$ cat src/rtl/dsp_logic_simd_v4.sv
// Per-lane bitwise logic unit modelled on a DSP48E2 slice in FOUR12 SIMD logic mode.
// Optional per-lane zero flags are enabled with macro DSP_LOGIC_SIMD_ZERO_DETECT_EN.
module dsp_logic_simd_v4 #(
    parameter int WIDTH = 12,
    parameter int LANES = 4
) (
    input  logic                     clk,
    input  logic                     rst_n,
    input  logic                     i_in_valid,
    output logic                     o_in_ready,
    input  logic [2:0]               i_op,
    input  logic [LANES*WIDTH-1:0]   i_a,
    input  logic [LANES*WIDTH-1:0]   i_b,
    output logic                     o_out_valid,
    input  logic                     i_out_ready,
`ifdef DSP_LOGIC_SIMD_ZERO_DETECT_EN
    output logic [LANES*WIDTH-1:0]   o_y,
    output logic [LANES-1:0]         o_zero
`else
    output logic [LANES*WIDTH-1:0]   o_y
`endif
);

    generate
        if (WIDTH < 1 || WIDTH > 12) begin : g_bad_width
            $error("dsp_logic_simd_v4: illegal WIDTH=%0d (legal 1..12)", WIDTH);
        end
        if (LANES < 1 || LANES > 4) begin : g_bad_lanes
            $error("dsp_logic_simd_v4: illegal LANES=%0d (legal 1..4)", LANES);
        end
    endgenerate

    logic [47:0] w_a48, w_b48, w_p_next;
    logic [3:0]  w_alumode;
    logic [8:0]  w_opmode;
    logic        w_en;

    logic        r_v1, r_v2;
    logic [47:0] r_ab, r_c, r_p;
    logic [3:0]  r_alumode;
    logic [8:0]  r_opmode;

    // Each lane sits in a 12-bit SIMD slot, zero-extended; empty slots are tied low.
    generate
        for (genvar gi = 0; gi < 4; gi++) begin : g_slot
            if (gi < LANES) begin : g_used
                assign w_a48[12*gi +: 12] = 12'(i_a[gi*WIDTH +: WIDTH]);
                assign w_b48[12*gi +: 12] = 12'(i_b[gi*WIDTH +: WIDTH]);
            end else begin : g_empty
                assign w_a48[12*gi +: 12] = 12'd0;
                assign w_b48[12*gi +: 12] = 12'd0;
            end
        end
    endgenerate

    // OPMODE = {W[1:0], Z[2:0], Y[1:0], X[1:0]}; Y=10 turns the logic unit's AND/XOR forms into OR/XNOR.
    always_comb begin
        w_alumode = 4'b0100;
        w_opmode  = 9'b00_011_00_11;
        case (i_op)
            3'd0: w_alumode = 4'b1100;
            3'd1: begin w_alumode = 4'b1100; w_opmode = 9'b00_011_10_11; end
            3'd2: w_alumode = 4'b0100;
            3'd3: w_alumode = 4'b0101;
            3'd4: w_alumode = 4'b1110;
            3'd5: begin w_alumode = 4'b1110; w_opmode = 9'b00_011_10_11; end
            3'd6: w_opmode = 9'b00_011_00_00;
            3'd7: w_opmode = 9'b00_000_00_11;
            default: ;
        endcase
    end

    function automatic logic [47:0] f_logic(input logic [47:0] x, input logic [47:0] z,
                                            input logic [1:0] ymode, input logic [3:0] alu);
        case ({ymode, alu})
            6'b00_0100: f_logic = x ^ z;
            6'b00_0101: f_logic = ~(x ^ z);
            6'b00_1100: f_logic = x & z;
            6'b00_1110: f_logic = ~(x & z);
            6'b10_0100: f_logic = ~(x ^ z);
            6'b10_0101: f_logic = x ^ z;
            6'b10_1100: f_logic = x | z;
            6'b10_1110: f_logic = ~(x | z);
            default:    f_logic = 48'd0;
        endcase
    endfunction

    always_comb begin
        w_p_next = f_logic((r_opmode[1:0] == 2'b11)  ? r_ab : 48'd0,
                           (r_opmode[6:4] == 3'b011) ? r_c  : 48'd0,
                           r_opmode[3:2], r_alumode);
    end

    assign w_en        = !r_v2 || i_out_ready;
    assign o_in_ready  = w_en;
    assign o_out_valid = r_v2;

    always_ff @(posedge clk or negedge rst_n) begin
        if (!rst_n) begin
            r_v1      <= 1'b0;
            r_v2      <= 1'b0;
            r_ab      <= 48'd0;
            r_c       <= 48'd0;
            r_alumode <= 4'd0;
            r_opmode  <= 9'd0;
            r_p       <= 48'd0;
        end else if (w_en) begin
            r_v1      <= i_in_valid;
            r_ab      <= w_b48;
            r_c       <= w_a48;
            r_alumode <= w_alumode;
            r_opmode  <= w_opmode;
            r_v2      <= r_v1;
            r_p       <= w_p_next;
        end
    end

    generate
        for (genvar gi = 0; gi < LANES; gi++) begin : g_out
            assign o_y[gi*WIDTH +: WIDTH] = r_p[12*gi +: WIDTH];
        end
    endgenerate

    // Slot padding and the W mux field never reach an output.
    logic w_unused_bits;
    assign w_unused_bits = ^{r_p, r_opmode[8:7]};

`ifdef DSP_LOGIC_SIMD_ZERO_DETECT_EN
    logic [LANES-1:0] w_zero_next;
    logic [LANES-1:0] r_zero;

    generate
        for (genvar gi = 0; gi < LANES; gi++) begin : g_zero
            assign w_zero_next[gi] = (w_p_next[12*gi +: WIDTH] == '0);
        end
    endgenerate

    always_ff @(posedge clk or negedge rst_n) begin
        if (!rst_n) begin
            r_zero <= '0;
        end else if (w_en) begin
            r_zero <= w_zero_next;
        end
    end

    assign o_zero = r_zero;
`endif

endmodule

$ cat config.mk
export PLATFORM = sky130hd
export DESIGN_NAME = dsp_logic_simd_v4
export DESIGN_NICKNAME = d
export VERILOG_FILES = /design/src/rtl/dsp_logic_simd_v4.sv
export SDC_FILE = /design/constraint.sdc
export NUM_CORES = 1
export LEC_CHECK = 0
export BUFFER_PORTS_ARGS = -buffer_cell sky130_fd_sc_hd__buf_2
export CORE_ASPECT_RATIO = 0.75
export CORE_UTILIZATION = 53
export DETAILED_ROUTE_END_ITERATION = 8
export GPL_ROUTABILITY_DRIVEN = 0
export MAX_ROUTING_LAYER = met4
export PLACE_DENSITY_LB_ADDON = 0.12
export SYNTH_ARGS = -nofsm -noshare
export SYNTH_HDL_FRONTEND = slang
export SYNTH_SLANG_ARGS = --single-unit
$ cat constraint.sdc
create_clock -name clk -period 1.58 [get_ports clk]
set_input_delay 0.158 -clock clk [delete_from_list [all_inputs] [get_ports clk]]
set_output_delay 0.158 -clock clk [all_outputs]
set_load 0.05 [all_outputs]
==> results of run 1 <==
## power breakdown
group	internal (mW)	leakage, nW	switching [mW]
combinational	2.98	4.53	4.63
clock	2.83	0.307	1.70
sequential	4.70	1.87	0.548
## area by class of cell
type	count	area, um2
timing repair buffer	291	2390
inverter	98	380
fill	1265	4550
clock inverter	9	160
multi-input combinational	794	6400
sequential	153	3840
clock buffer	23	488
tap	247	309
## placed cells by master (no fill, tap or decap), types with 2 or more instances in the layout
cell type / count
and2_1: 35
xnor2_1: 45
o221ai_2: 40
nand2b_1: 2
clkbuf_16: 21
and2_4: 61
inv_2: 28
dlygate4sd3_1: 100
bufinv_16: 4
ha_2: 38
xnor2_2: 4
inv_1: 66
buf_12: 15
dfrtp_1: 149
nand2_1: 343
clkbuf_1: 2
buf_2: 150
inv_6: 3
nor2_1: 2
o22a_1: 50
nand3_1: 2
buf_6: 5
o221ai_1: 8
buf_4: 14
ha_4: 40
clkbuf_8: 4
clkinvlp_4: 3
inv_4: 3
xor2_1: 95
dfrtp_2: 3
ha_1: 18
## cell usage after synthesis (all sizes together)
library cell  count  share of area [%]
nand3b            1              0.075
inv              98                3.7
o21ai             1              0.050
a21oi             1              0.050
buf              38                2.2
xnor2            49                4.3
o31ai             1              0.075
nor2              2              0.075
dfrtp           153                 38
nand2b            2               0.13
xor2             96                8.4
nand3             3               0.15
nor2b             2               0.13
o22a             50                4.4
o211ai            1               0.13
nand4bb           1               0.11
o221ai           48                5.5
and2             96                6.0
nand4b            1              0.088
ha               96                 12
clkbuf           36                1.4
nand2           343                 13
## cell families (layout without fill, tap and decap cells)
| logic type | Yosys count | in the layout | synth area share (%) |
|---|---|---|---|
| AOI/OAI and AO/OA | 102 | 102 | 10.1 |
| buffers and inverters | 172 | 421 | 7.29 |
| adders and majority gates | 96 | 96 | 12.0 |
| DFF | 153 | 153 | 38.3 |
| and+or+nand+nor | 451 | 451 | 19.6 |
| xor gates and xnor gates | 145 | 145 | 12.7 |
## path summary, 6_finish.rpt
path                                         start                       to  slack (ns)  cells after the start
max reg2reg                r_opmode[4]$_DFFE_PN0P_      o_y[31]$_DFFE_PN0P_        -0.1                      8
min in group asynchronous                    rst_n      r_c[21]$_DFFE_PN0P_        0.19                      2
min                                        i_op[0]  r_opmode[3]$_DFFE_PN0P_        0.02                      3
max in group asynchronous                    rst_n     r_ab[44]$_DFFE_PN0P_        0.80                      3
min reg2reg                    r_c[18]$_DFFE_PN0P_      r_c[18]$_DFFE_PN0P_        0.46                      2
max                        r_opmode[4]$_DFFE_PN0P_      o_y[31]$_DFFE_PN0P_        -0.1                      8
## flip-flops by register name, summed over array words and instances, names as in the netlist
register and count:
r_alumode 4, r_ab 48, r_c 48, o_out_valid 1
o_y 48, r_opmode 3, r_v1 1
## repair_timing
| item | CTS | global route |
|---|---|---|
| hold buffers | 100 | 0 |
| pin swaps | 1 | 91 |
| endpoints found under the setup margin | 49 | 49 |
| hold endpoints to repair | 193 | 0 |
| resized for setup | 14 | 235 |
| gates cloned | 1 | 6 |
| buffers inserted | 0 | 3 |
## stage by stage
step	utilization [%]	power [mW]	setup slack [ns]
after CTS	69.7	16.5	-0.0807
after detailed placement	60.3	11.7	-0.0831
after global placement	60.3	11.6	-0.0483
final	75.4	17.4	-0.0962
after global routing	75.4	18.3	-0.137
after floorplan	-	10.1	0.00352
## worst max-delay path, stage by stage (launching register included)
cell and delay, ns:
dfrtp_2 0.37, buf_12 0.16, buf_6 0.16, and2_1 0.15, inv_1 0.05, ha_1 0.20, xor2_1 0.14, o22a_1 0.20
o221ai_2 0.15
## per-layer routing
layer | global-route usage [%] | routed length (um) | vias up
met4 | 5.24 | 313 | 0
met1 | 36.7 | 12400 | 4030
met2 | 45.7 | 13200 | 186
met3 | 4.99 | 1010 | 28
li1 | - | - | 4009
met5 | - | 0 | -
==> reports/metrics.cfg, run 1 <==
[yosys]
synth.distinct_cells=27
ys_seq_elements=153
netlist_area_um2=10000
syn_nets=1318
syn_inst=1119
synth_seq_area_share_pct=38.3
yosysWarnings=0
syn_area_per_cell_um2=8.94

[clock_network]
cts_tree=yes
htree_levels=4
cts_root_buffer=clkbuf_16
cts.path.max_buffers=2
clock_latency_ns=0.43
clk_pin_slew_ns=0.06
clock_sinks=153
cts_buffers=17

[timing]
slew_headroom_pct=61.3
fin_crit_sh_pct=106
rsz0062_at_grt=true
finalHoldViolCount=0
post-route-min-period_ns=1.68
hold_ws_ns=0.0176
drv_slew=0
setup_violations=49
tns_ns=-2.40
clock_skew_ns=0.0117
tightestPinTransition_ns=0.581
setup_ws_ns=-0.0962
fmax_mhz=597

[floorplan]
dieArea_um2=19400
die_w_um=161
die_h_um=121
num_io_pins=153
start_util_pct=54.1
num_rows=43
core_area_um2=18500

[route]
wirelength_um=27000
wl_per_cell_um=16.7
first_pass_iters=5
drt-initial-drc-count=487
vias_per_cell=5.11
drc_errors=0
via_count=8253
ant_nets=0

[setup_path]
crit_type=reg2reg
worst_setup_path_end_kind=flop
cp_max_fo=8
crit_arrival_ns=2.02
cp.required_ns=1.93
crit_path_start_kind=flop

[layout]
fin_nets=1554
antenna_cells=0
drive_above_1_share_pct=32.5
design_area_um2=14000
fin_cells=1615
syn_to_final_growth_pct=39.5

[grt]
grt_pass1_vias=8295
grt_pass1_wl_um=41500
grt_max_degree=111
grtUsageTotal_pct=27.9
antenna_found_initial=0
overflow=0

[placement]
dpl-instance-area_um2=11200
dp_hpwl_um=14900
dp_cells=1473
io_buffers=152

[flow_run]
cap_viol_max_count=0

[outcome]
violations=setup timing
status=finished with violations

[power]
power_density_nw_per_um2=1250
max-vdd-ir-drop_uv=713
leakage_nw=6.71

[hold_path]
min_path_type=in2reg

(Power assumes the default switching activity.)
==> inputs of run 2 (changes only) <==
--- a/config.mk
+++ b/config.mk
@@ -10,6 +10,7 @@
 export CORE_UTILIZATION = 53
 export DETAILED_ROUTE_END_ITERATION = 8
 export GPL_ROUTABILITY_DRIVEN = 0
+export HOLD_SLACK_MARGIN = 0.15
 export MAX_ROUTING_LAYER = met4
 export PLACE_DENSITY_LB_ADDON = 0.12
 export SYNTH_ARGS = -nofsm -noshare
==> reports/metrics.cfg, run 2 (same netlist as run 1, synthesis figures left out) <==
[outcome]
status=finished with violations
violations=setup timing

[route]
drc_errors=0
drt-initial-drc-count=480
wirelength_um=27000
vias_per_cell=5.11
ant_nets=0
via_count=8257
first_pass_iters=5
wl_per_cell_um=16.7

[timing]
tightestPinTransition_ns=0.605
fmax_mhz=598
finalHoldViolCount=0
post-route-min-period_ns=1.67
drv_slew=0
setup_violations=49
fin_crit_sh_pct=106
rsz0062_at_grt=true
clock_skew_ns=0.0111
slew_headroom_pct=59.7
setup_ws_ns=-0.0919

[layout]
antenna_cells=0
syn_to_final_growth_pct=39.6
final_cell_mix=nand2_1 (343), buf_2 (150), dfrtp_1 (149)
fin_nets=1555
layout_commonest_cell=nand2_1
fillCellCount=1267
drive_above_1_share_pct=32.5
fin_util_pct=75.5

[floorplan]
start_util_pct=54.1
die_h_um=121
num_rows=43
dieArea_um2=19400
die_w_um=161
num_io_pins=153
core_area_um2=18500

[grt]
gr-usage-met3_pct=4.99
overflow=0
grtUsageTotal_pct=27.9
grt_pass1_wl_um=41500
grt_max_degree=111
met1_usage_pct=36.7
gr-usage-met2_pct=45.8
grt_pass1_vias=8297
antenna_found_initial=0
grt.busiest_layer=met2

[power]
pwr-share-seq_pct=30.2
power_density_nw_per_um2=1250
leakage_nw=6.71
combPwrFrac_pct=43.8
finalPower_mw=17.4
internal_power_mw=10.5
swShare_pct=39.6
p_clk_share_pct=26.0
p_sw_mw=6.88
max-vdd-ir-drop_uv=719

[setup_path]
timing.rr.end=o_y[26]$_DFFE_PN0P_
timing.rr.start=r_opmode[4]$_DFFE_PN0P_
critPathMaxStageDelay_ns=0.37
worst_setup_path_end_kind=flop
cpLargestDelayFamily=flip-flops
ff2ff_setup_slack_ns=-0.09
crit_arrival_ns=2.02
cp.required_ns=1.93
crit_chain=buf_12, buf_6, and2_1, inv_1, ha_1, xor2_1, o22a_1, o221ai_1
cp_max_fo=8
path_buf_inv=3
crit_path_start_kind=flop
crit_type=reg2reg
worst_path_max_delay_cell=dfrtp_2
ff2ff_path_depth=8

[clock_network]
clock_latency_ns=0.43
cts_buffers=17
cts.path.max_buffers=2
clk_pin_slew_ns=0.06
cts_tree=yes
clock_sinks=153
cts_root_buffer=clkbuf_16
htree_levels=4

[placement]
dp_hpwl_um=14900
dp_slack_ns=-0.0831
io_buffers=152

[hold_path]
min_path_type=in2async

[flow_run]
cap_viol_max_count=0

## run 2: cell type report
| cell class | count | area [um2] | share of cell area (%) |
|---|---|---|---|
| inverter | 98 | 380 | 2.72 |
| clock inverter | 9 | 160 | 1.15 |
| clock buffer | 23 | 488 | 3.49 |
| tap | 247 | 309 | 2.21 |
| timing repair buffer | 292 | 2400 | 17.2 |
| sequential | 153 | 3840 | 27.5 |
| multi-input combinational | 794 | 6400 | 45.8 |
## run 2: layer usage
layer / up-vias / share of wire (%) / wire, um
li1: 4009 / - / -
met1: 4023 / 46 / 12400
met2: 197 / 49 / 13200
met3: 28 / 3.8 / 1040
met4: 0 / 1.2 / 334
met5: - / 0 / 0
## run 2: what timing repair did
item,4_1_cts,5_1_grt
hold buffers,101,0
setup buffers,0,3
endpoints found under the hold margin,256,0
gates resized for setup,14,235
cloned,1,6
pin swaps,1,91
endpoints found under the setup margin,49,49
## run 2: power by group through the flow
stage | registers (mW) | logic (mW) | clock network (mW)
2_1_floorplan | 6.66 | 3.42 | 0
3_3_place_gp | 5.28 | 6.30 | 0
3_5_place_dp | 5.27 | 6.44 | 0
4_1_cts | 5.22 | 6.72 | 4.56
5_1_grt | 5.33 | 8.22 | 4.73
6_report | 5.25 | 7.62 | 4.53
## run 2: worst max-delay path by stage
stage                                  startpoint             endpoint  slack (ns)  cells past startpoint
after floorplan           r_opmode[4]$_DFFE_PN0P_  o_y[15]$_DFFE_PN0P_       0.004                      8
after detailed placement  r_opmode[4]$_DFFE_PN0P_   o_y[2]$_DFFE_PN0P_       -0.08                      7
after global placement    r_opmode[4]$_DFFE_PN0P_  o_y[36]$_DFFE_PN0P_       -0.05                      7
final                     r_opmode[4]$_DFFE_PN0P_  o_y[26]$_DFFE_PN0P_       -0.09                      8
after CTS                 r_opmode[4]$_DFFE_PN0P_   o_y[2]$_DFFE_PN0P_       -0.08                      7
after global routing      r_opmode[4]$_DFFE_PN0P_  o_y[44]$_DFFE_PN0P_       -0.14                      8
## run 2: worst reg2reg max path: stages (launching register included)
cell	delay (ns)
dfrtp_2	0.37
buf_12	0.16
buf_6	0.17
and2_1	0.16
inv_1	0.05
ha_1	0.19
xor2_1	0.14
o22a_1	0.19
o221ai_1	0.17
## run 2: metrics by stage
step / instances / setup TNS [ns] / cell area, um2 / hold WS (ns)
final: 1616 / -2.33 / 14000 / 0.193
after global routing: 1616 / -4.62 / 14000 / 0.223
after CTS: 1607 / -2.56 / 12900 / 0.209
after detailed placement: 1473 / -1.99 / 11200 / 0.0914
after global placement: 1473 / -0.391 / 11200 / 0.0961
after floorplan: 1119 / 0 / 10000 / -0.138
